### src/rtl/uart_fifo_param_if.sv
// Bus-side bundle for uart_fifo_param.
//   master : producer/consumer driving clear, fifoWe, fifoRe, dataIn, errorClear
//   slave  : the FIFO, returning dataOut, status flags, fillLevel and error flags
interface uart_fifo_param_if #(
  parameter int unsigned DATA_WIDTH = 8,
  parameter int unsigned ADDR_WIDTH = 4
) ();
  logic                  clear;
  logic                  fifoWe;
  logic                  fifoRe;
  logic                  errorClear;
  logic [DATA_WIDTH-1:0] dataIn;
  logic [DATA_WIDTH-1:0] dataOut;
  logic                  fifoEmpty;
  logic                  fifoFull;
  logic                  almostFull;
  logic                  almostEmpty;
  logic [ADDR_WIDTH:0]   fillLevel;
  logic                  overflow;
  logic                  underflow;

  modport master (
    output clear, fifoWe, fifoRe, errorClear, dataIn,
    input  dataOut, fifoEmpty, fifoFull, almostFull, almostEmpty,
           fillLevel, overflow, underflow
  );

  modport slave (
    input  clear, fifoWe, fifoRe, errorClear, dataIn,
    output dataOut, fifoEmpty, fifoFull, almostFull, almostEmpty,
           fillLevel, overflow, underflow
  );
endinterface

### src/rtl/uart_fifo_param.sv
// Parametrised synchronous first-word fall-through FIFO for the UART TX/RX
// paths, with fill level, almost-full/empty thresholds, synchronous flush and
// sticky overflow/underflow flags.
// Ports:
//   clock : rising-edge clock
//   reset : asynchronous active-low reset
//   fifo  : uart_fifo_param_if.slave (requests in, data/status out)
module uart_fifo_param #(
  parameter int unsigned DATA_WIDTH         = 8,
  parameter int unsigned ADDR_WIDTH         = 4,
  parameter int unsigned ALMOST_FULL_LEVEL  = 12,
  parameter int unsigned ALMOST_EMPTY_LEVEL = 4
) (
  input  logic             clock,
  input  logic             reset,
  uart_fifo_param_if.slave fifo
);

  localparam int unsigned         DEPTH     = 2 ** ADDR_WIDTH;
  localparam logic [ADDR_WIDTH:0] DEPTH_LVL = {1'b1, {ADDR_WIDTH{1'b0}}};
  localparam logic [ADDR_WIDTH:0] AF_LVL    = ALMOST_FULL_LEVEL[ADDR_WIDTH:0];
  localparam logic [ADDR_WIDTH:0] AE_LVL    = ALMOST_EMPTY_LEVEL[ADDR_WIDTH:0];

  logic [DATA_WIDTH-1:0] mem [DEPTH];

  logic [ADDR_WIDTH-1:0] wrPtr, wrPtrNext;
  logic [ADDR_WIDTH-1:0] rdPtr, rdPtrNext;
  logic [ADDR_WIDTH:0]   level, levelNext;
  logic                  emptyQ, fullQ, almostFullQ, almostEmptyQ;
  logic                  overflowQ, underflowQ;
  logic                  overflowNext, underflowNext;
  logic                  wrAccept, rdAccept, dropWrite, ignoredRead;

  // A simultaneous read frees a slot on a full FIFO, but a simultaneous
  // write never makes an empty FIFO readable.
  always_comb begin
    wrAccept    = fifo.fifoWe & (~fullQ | fifo.fifoRe);
    rdAccept    = fifo.fifoRe & ~emptyQ;
    dropWrite   = fifo.fifoWe & fullQ & ~fifo.fifoRe;
    ignoredRead = fifo.fifoRe & emptyQ;
  end

  always_comb begin
    wrPtrNext     = wrPtr;
    rdPtrNext     = rdPtr;
    levelNext     = level;
    overflowNext  = overflowQ;
    underflowNext = underflowQ;
    if (fifo.clear) begin
      wrPtrNext     = '0;
      rdPtrNext     = '0;
      levelNext     = '0;
      overflowNext  = 1'b0;
      underflowNext = 1'b0;
    end else begin
      if (wrAccept) wrPtrNext = wrPtr + 1'b1;
      if (rdAccept) rdPtrNext = rdPtr + 1'b1;
      unique case ({wrAccept, rdAccept})
        2'b10:   levelNext = level + 1'b1;
        2'b01:   levelNext = level - 1'b1;
        default: levelNext = level;
      endcase
      // A new error in the same cycle as errorClear keeps the flag set.
      overflowNext  = dropWrite   | (overflowQ  & ~fifo.errorClear);
      underflowNext = ignoredRead | (underflowQ & ~fifo.errorClear);
    end
  end

  always_ff @(posedge clock or negedge reset) begin
    if (!reset) begin
      wrPtr        <= '0;
      rdPtr        <= '0;
      level        <= '0;
      emptyQ       <= 1'b1;
      fullQ        <= 1'b0;
      almostEmptyQ <= 1'b1;
      almostFullQ  <= 1'b0;
      overflowQ    <= 1'b0;
      underflowQ   <= 1'b0;
    end else begin
      wrPtr        <= wrPtrNext;
      rdPtr        <= rdPtrNext;
      level        <= levelNext;
      emptyQ       <= (levelNext == '0);
      fullQ        <= (levelNext == DEPTH_LVL);
      almostEmptyQ <= (levelNext <= AE_LVL);
      almostFullQ  <= (levelNext >= AF_LVL);
      overflowQ    <= overflowNext;
      underflowQ   <= underflowNext;
    end
  end

  // Storage carries no reset; writes are held off while reset is asserted.
  always_ff @(posedge clock) begin
    if (reset && !fifo.clear && wrAccept) begin
      mem[wrPtr] <= fifo.dataIn;
    end
  end

  assign fifo.dataOut     = mem[rdPtr];
  assign fifo.fifoEmpty   = emptyQ;
  assign fifo.fifoFull    = fullQ;
  assign fifo.almostFull  = almostFullQ;
  assign fifo.almostEmpty = almostEmptyQ;
  assign fifo.fillLevel   = level;
  assign fifo.overflow    = overflowQ;
  assign fifo.underflow   = underflowQ;

endmodule

### src/flat_wrapper.sv
// flat-port wrapper written by rule: the top's interface ports become plain ports
module uart_fifo_param_flat 
#(
  parameter int unsigned DATA_WIDTH         = 8,
  parameter int unsigned ADDR_WIDTH         = 4,
  parameter int unsigned ALMOST_FULL_LEVEL  = 12,
  parameter int unsigned ALMOST_EMPTY_LEVEL = 4
)
  (clock, reset, fifo_clear, fifo_fifoWe, fifo_fifoRe, fifo_errorClear, fifo_dataIn, fifo_dataOut, fifo_fifoEmpty, fifo_fifoFull, fifo_almostFull, fifo_almostEmpty, fifo_fillLevel, fifo_overflow, fifo_underflow);
  uart_fifo_param_if #(.DATA_WIDTH(DATA_WIDTH), .ADDR_WIDTH(ADDR_WIDTH)) fifo_i ();
  input  logic clock;
  input  logic reset;
  input wire logic [$bits(fifo_i.clear)-1:0] fifo_clear;
  input wire logic [$bits(fifo_i.fifoWe)-1:0] fifo_fifoWe;
  input wire logic [$bits(fifo_i.fifoRe)-1:0] fifo_fifoRe;
  input wire logic [$bits(fifo_i.errorClear)-1:0] fifo_errorClear;
  input wire logic [$bits(fifo_i.dataIn)-1:0] fifo_dataIn;
  output wire logic [$bits(fifo_i.dataOut)-1:0] fifo_dataOut;
  output wire logic [$bits(fifo_i.fifoEmpty)-1:0] fifo_fifoEmpty;
  output wire logic [$bits(fifo_i.fifoFull)-1:0] fifo_fifoFull;
  output wire logic [$bits(fifo_i.almostFull)-1:0] fifo_almostFull;
  output wire logic [$bits(fifo_i.almostEmpty)-1:0] fifo_almostEmpty;
  output wire logic [$bits(fifo_i.fillLevel)-1:0] fifo_fillLevel;
  output wire logic [$bits(fifo_i.overflow)-1:0] fifo_overflow;
  output wire logic [$bits(fifo_i.underflow)-1:0] fifo_underflow;
  assign fifo_i.clear = fifo_clear;
  assign fifo_i.fifoWe = fifo_fifoWe;
  assign fifo_i.fifoRe = fifo_fifoRe;
  assign fifo_i.errorClear = fifo_errorClear;
  assign fifo_i.dataIn = fifo_dataIn;
  assign fifo_dataOut = fifo_i.dataOut;
  assign fifo_fifoEmpty = fifo_i.fifoEmpty;
  assign fifo_fifoFull = fifo_i.fifoFull;
  assign fifo_almostFull = fifo_i.almostFull;
  assign fifo_almostEmpty = fifo_i.almostEmpty;
  assign fifo_fillLevel = fifo_i.fillLevel;
  assign fifo_overflow = fifo_i.overflow;
  assign fifo_underflow = fifo_i.underflow;
  uart_fifo_param #(.DATA_WIDTH(DATA_WIDTH), .ADDR_WIDTH(ADDR_WIDTH), .ALMOST_FULL_LEVEL(ALMOST_FULL_LEVEL), .ALMOST_EMPTY_LEVEL(ALMOST_EMPTY_LEVEL)) u_core (.clock(clock), .reset(reset), .fifo(fifo_i));
endmodule
### config.mk
export PLATFORM = sky130hd
export DESIGN_NAME = uart_fifo_param_flat
export DESIGN_NICKNAME = d
export VERILOG_FILES = /design/src/rtl/uart_fifo_param_if.sv /design/src/rtl/uart_fifo_param.sv /design/src/flat_wrapper.sv
export SDC_FILE = /design/constraint.sdc
export NUM_CORES = 1
export LEC_CHECK = 0
export BUFFER_PORTS_ARGS = -buffer_cell sky130_fd_sc_hd__buf_4
export CAP_MARGIN = 15
export CORE_MARGIN = 8
export CORE_UTILIZATION = 50
export CTS_CLUSTER_DIAMETER = 60
export DETAILED_ROUTE_END_ITERATION = 12
export PLACE_DENSITY_LB_ADDON = 0.25
export SETUP_SLACK_MARGIN = 0.5
export SLEW_MARGIN = 30
export SYNTH_ARGS = -nofsm -noshare
export SYNTH_HDL_FRONTEND = slang
export SYNTH_SLANG_ARGS = --single-unit
### constraint.sdc
create_clock -name clock -period 7.9 [get_ports clock]
set_clock_uncertainty 0.15 [all_clocks]
set_input_delay 0.79 -clock clock [delete_from_list [all_inputs] [get_ports clock]]
set_output_delay 0.79 -clock clock [all_outputs]
set_load 0.01 [all_outputs]
==> flow_metrics.env <==
export IMPL_rsz0062_at_grt="false"
export IMPL_critPathMaxFanout=35
export IMPL_netlist_instances=308
export IMPL_finalNetCount=368
export IMPL_cts_inserted_buffers=17
export IMPL_postLayoutCellArea_sq_um=6960
export IMPL_root_buffer="clkbuf_16"
export IMPL_synth_nets=330
export IMPL_layout_drive_gt1_share_pct=23.2
export IMPL_clkTransAtPathRegs_ns=0.06
export IMPL_syn_to_final_growth_pct=14.7
export IMPL_wl_per_cell_microns=23.3
export IMPL_synth_seq_area_share_pct=71.2
export IMPL_hp_class="input port to asynchronous set/reset pin"
export IMPL_cts_hold_buf=0
export IMPL_power_density_nw_per_um2=269
export IMPL_dr_pass1_iters=6
export IMPL_synthTopCellsByCount="edfxtp_1 (128), mux4_1 (30), nor2_1 (28)"
export IMPL_synth_edf_count=128
export IMPL_antenna_left=0
export IMPL_setup_tns_ns=0
export IMPL_async_flop_share_pct=12.9
export IMPL_final_max_slew_violation_count=0
export IMPL_setup_violations=0
export IMPL_worstSetupPathType="register to primary output"
export IMPL_io_pins=33
export IMPL_die_area_sq_um=15900
export IMPL_place_hpwl_mm=6.93
export IMPL_worstSetupStartpoint="u_core.rdPtr[0]"
export IMPL_drc=0
export IMPL_yosysTopAreaCellShare_pct=63.4
export IMPL_grt_antenna_before_repair=0
export IMPL_synth_area_leaders="edfxtp_1 (63%), mux4_1 (13%), dfrtp_1 (7.0%), mux4_2 (3.7%), nor2_1 (1.7%)"
export IMPL_worst_pin_slew_ns=0.937
export IMPL_leakagePower_nw=2.42
export IMPL_synth_area_sq_um=6070
export IMPL_finalWorstSetupSlack_ns=4.38
export IMPL_power_total_mw=1.87
export IMPL_end_kind="primary output"
export IMPL_grt_ovfl_total=0
export IMPL_synth_warning_count=0
export IMPL_placed_area_sq_um=6450
export IMPL_cts_sinks=147
export IMPL_syn_area_per_cell_sq_um=19.7
export IMPL_place_congestion=0.735
export IMPL_hold_viol_final=0
export IMPL_vias_per_cell=5.90
export IMPL_synth_most_common_cell="edfxtp_1"
export IMPL_dpl_worst_slack_ns=4.42
export IMPL_grt_pass1_wl_mm=17.8
export IMPL_fp_row_count=40
export IMPL_maxSlewHeadroom_pct=37.3
export IMPL_worst_setup_path_start_kind="register"
export IMPL_crit_slowest_cell="mux4_1"
export IMPL_post_synth_num_cell_types=35
export IMPL_worst_ir_drop_vdd_mv=0.164
export IMPL_post_cts_buffers=0
export IMPL_fmax_mhz=284
export IMPL_insertion_delay_ns=0.41
export IMPL_path_cells="buf_4, mux4_1, mux4_2, buf_4"
export IMPL_placed_cells=474
export IMPL_core_area_sq_um=11900
export IMPL_synth_seq_cells=147
export IMPL_crit_arrival_ns=2.58
export IMPL_via_count=2977
export IMPL_grt_max_degree=36
export IMPL_cts_tree="built"
export IMPL_diodes=0
export IMPL_drt_total_wl_mm=11.8
export IMPL_critPathMostFrequentCell="buf_4"
export IMPL_grt_pass1_vias=3081
export IMPL_drt_iter0_drc=352
export IMPL_fillCellCount=887
export IMPL_r2r_start="u_core.fifo.fifoEmpty"
export IMPL_clockBufferDepth=2
export IMPL_required_ns=6.96
export IMPL_critical_path_max_stage_delay_ns=0.65
export IMPL_final_cells=505
export IMPL_status="complete, no violations"
export IMPL_die_x_microns=126
export IMPL_start_util_pct=50.9
export IMPL_htree_levels=4
export IMPL_synthFlopType="edfxtp_1"
export IMPL_cts_resized=0
export IMPL_final_period_utilization_pct=44.6
export IMPL_track_usage_pct=15.6
export IMPL_portBuffers=32
export IMPL_die_y_microns=126
export IMPL_max_cap_violations=0
export IMPL_period_minus_slack_ns=3.52
export IMPL_yosysTopAreaCell="edfxtp_1"
[stage by stage]
| stage | hold slack (ns) | util, % |
|---|---|---|
| 2_1_floorplan | 0.344 | - |
| 3_3_place_gp | 0.357 | 53.9 |
| 3_5_place_dp | 0.370 | 54.1 |
| 4_1_cts | 0.0880 | 58.4 |
| 5_1_grt | 0.103 | 58.4 |
| 6_report | 0.106 | 58.4 |
[metal layers]
layer	GRT usage, %	wire (microns)	up-vias
met5	0	0	-
met4	6.16	129	0
met3	5.02	451	9
met2	24.6	5950	61
met1	19.6	5220	1572
li1	-	-	1335
[worst paths after layout]
check / endpoint / slack (ns) / depth (start not counted)
worst max-delay path: fifo_dataOut[6] / 4.38 / 4
worst min-delay path: u_core.fifo.almostFull / 0.11 / 1
worst max register to register: u_core.fifo.fifoEmpty / 4.92 / 9
worst min register to register: u_core.fifo.underflow / 0.38 / 2
max in group asynchronous: u_core.fifo.fifoEmpty / 7.22 / 1
min in group clock: u_core.fifo.underflow / 0.38 / 2
[power by group]
group | switching (mW) | internal (mW) | total, mW
clock network | 0.277 | 0.424 | 0.701
logic | 0.125 | 0.145 | 0.270
registers | 0.0300 | 0.870 | 0.900
total | 0.432 | 1.44 | 1.87
[layout by cell type, fill, tap and decap left out, types with 4 or more instances in the layout]
cell	synthesis	layout
a21oi_1	5	5
buf_4	1	36
clkbuf_1	11	5
clkbuf_16	0	17
clkinv_1	0	4
clkinv_2	0	4
dfrtp_1	17	16
edfxtp_1	128	128
ha_1	8	8
inv_1	6	6
mux4_1	30	30
mux4_2	10	10
nand2_1	10	10
nor2_1	28	19
nor2_2	0	9
nor2b_1	4	4
nor3_1	8	7
xor2_1	7	7
[final cells by class]
cell class	count	area (sq um)	area share, %
Clock inverter	9	65.1	0.935
Tap cell	147	184	2.64
Timing Repair Buffer	36	270	3.88
Clock buffer	22	444	6.38
Inverter	6	22.5	0.324
Multi-Input combinational cell	138	1650	23.7
Sequential cell	147	4320	62.1
[worst max-delay path: cells and delay by family (launching register included)]
kind / cells / cell delay, ns
muxes: 2 / 1.15
buffers and inverters: 2 / 0.67
DFF: 1 / 0.33
[cells by family (layout without fill, tap and decap cells)]
group                    after synthesis  after routing  share of synthesized area (%)
AO/OA/AOI/OAI                         12             12                           1.24
XOR/XNOR                              10             10                           1.44
adder cells (fa/ha/maj)                8              8                           1.65
buffers and inverters                 23             73                           2.04
flip-flops                           147            147                           71.2
multiplexers                          44             44                           17.4
AND/OR/NAND/NOR                       64             64                           4.99
[registers in the layout, summed over array words and instances, names as in the netlist]
register                 flops
u_core.fifo.almostEmpty      1
u_core.mem                 128
u_core.fifo.fifoEmpty        1
u_core.fifo.overflow         1
u_core.fifo.fifoFull         1
u_core.wrPtr                 4
u_core.fifo.fillLevel        5
u_core.fifo.underflow        1
u_core.fifo.almostFull       1
u_core.rdPtr                 4
(Power assumes the default switching activity.)
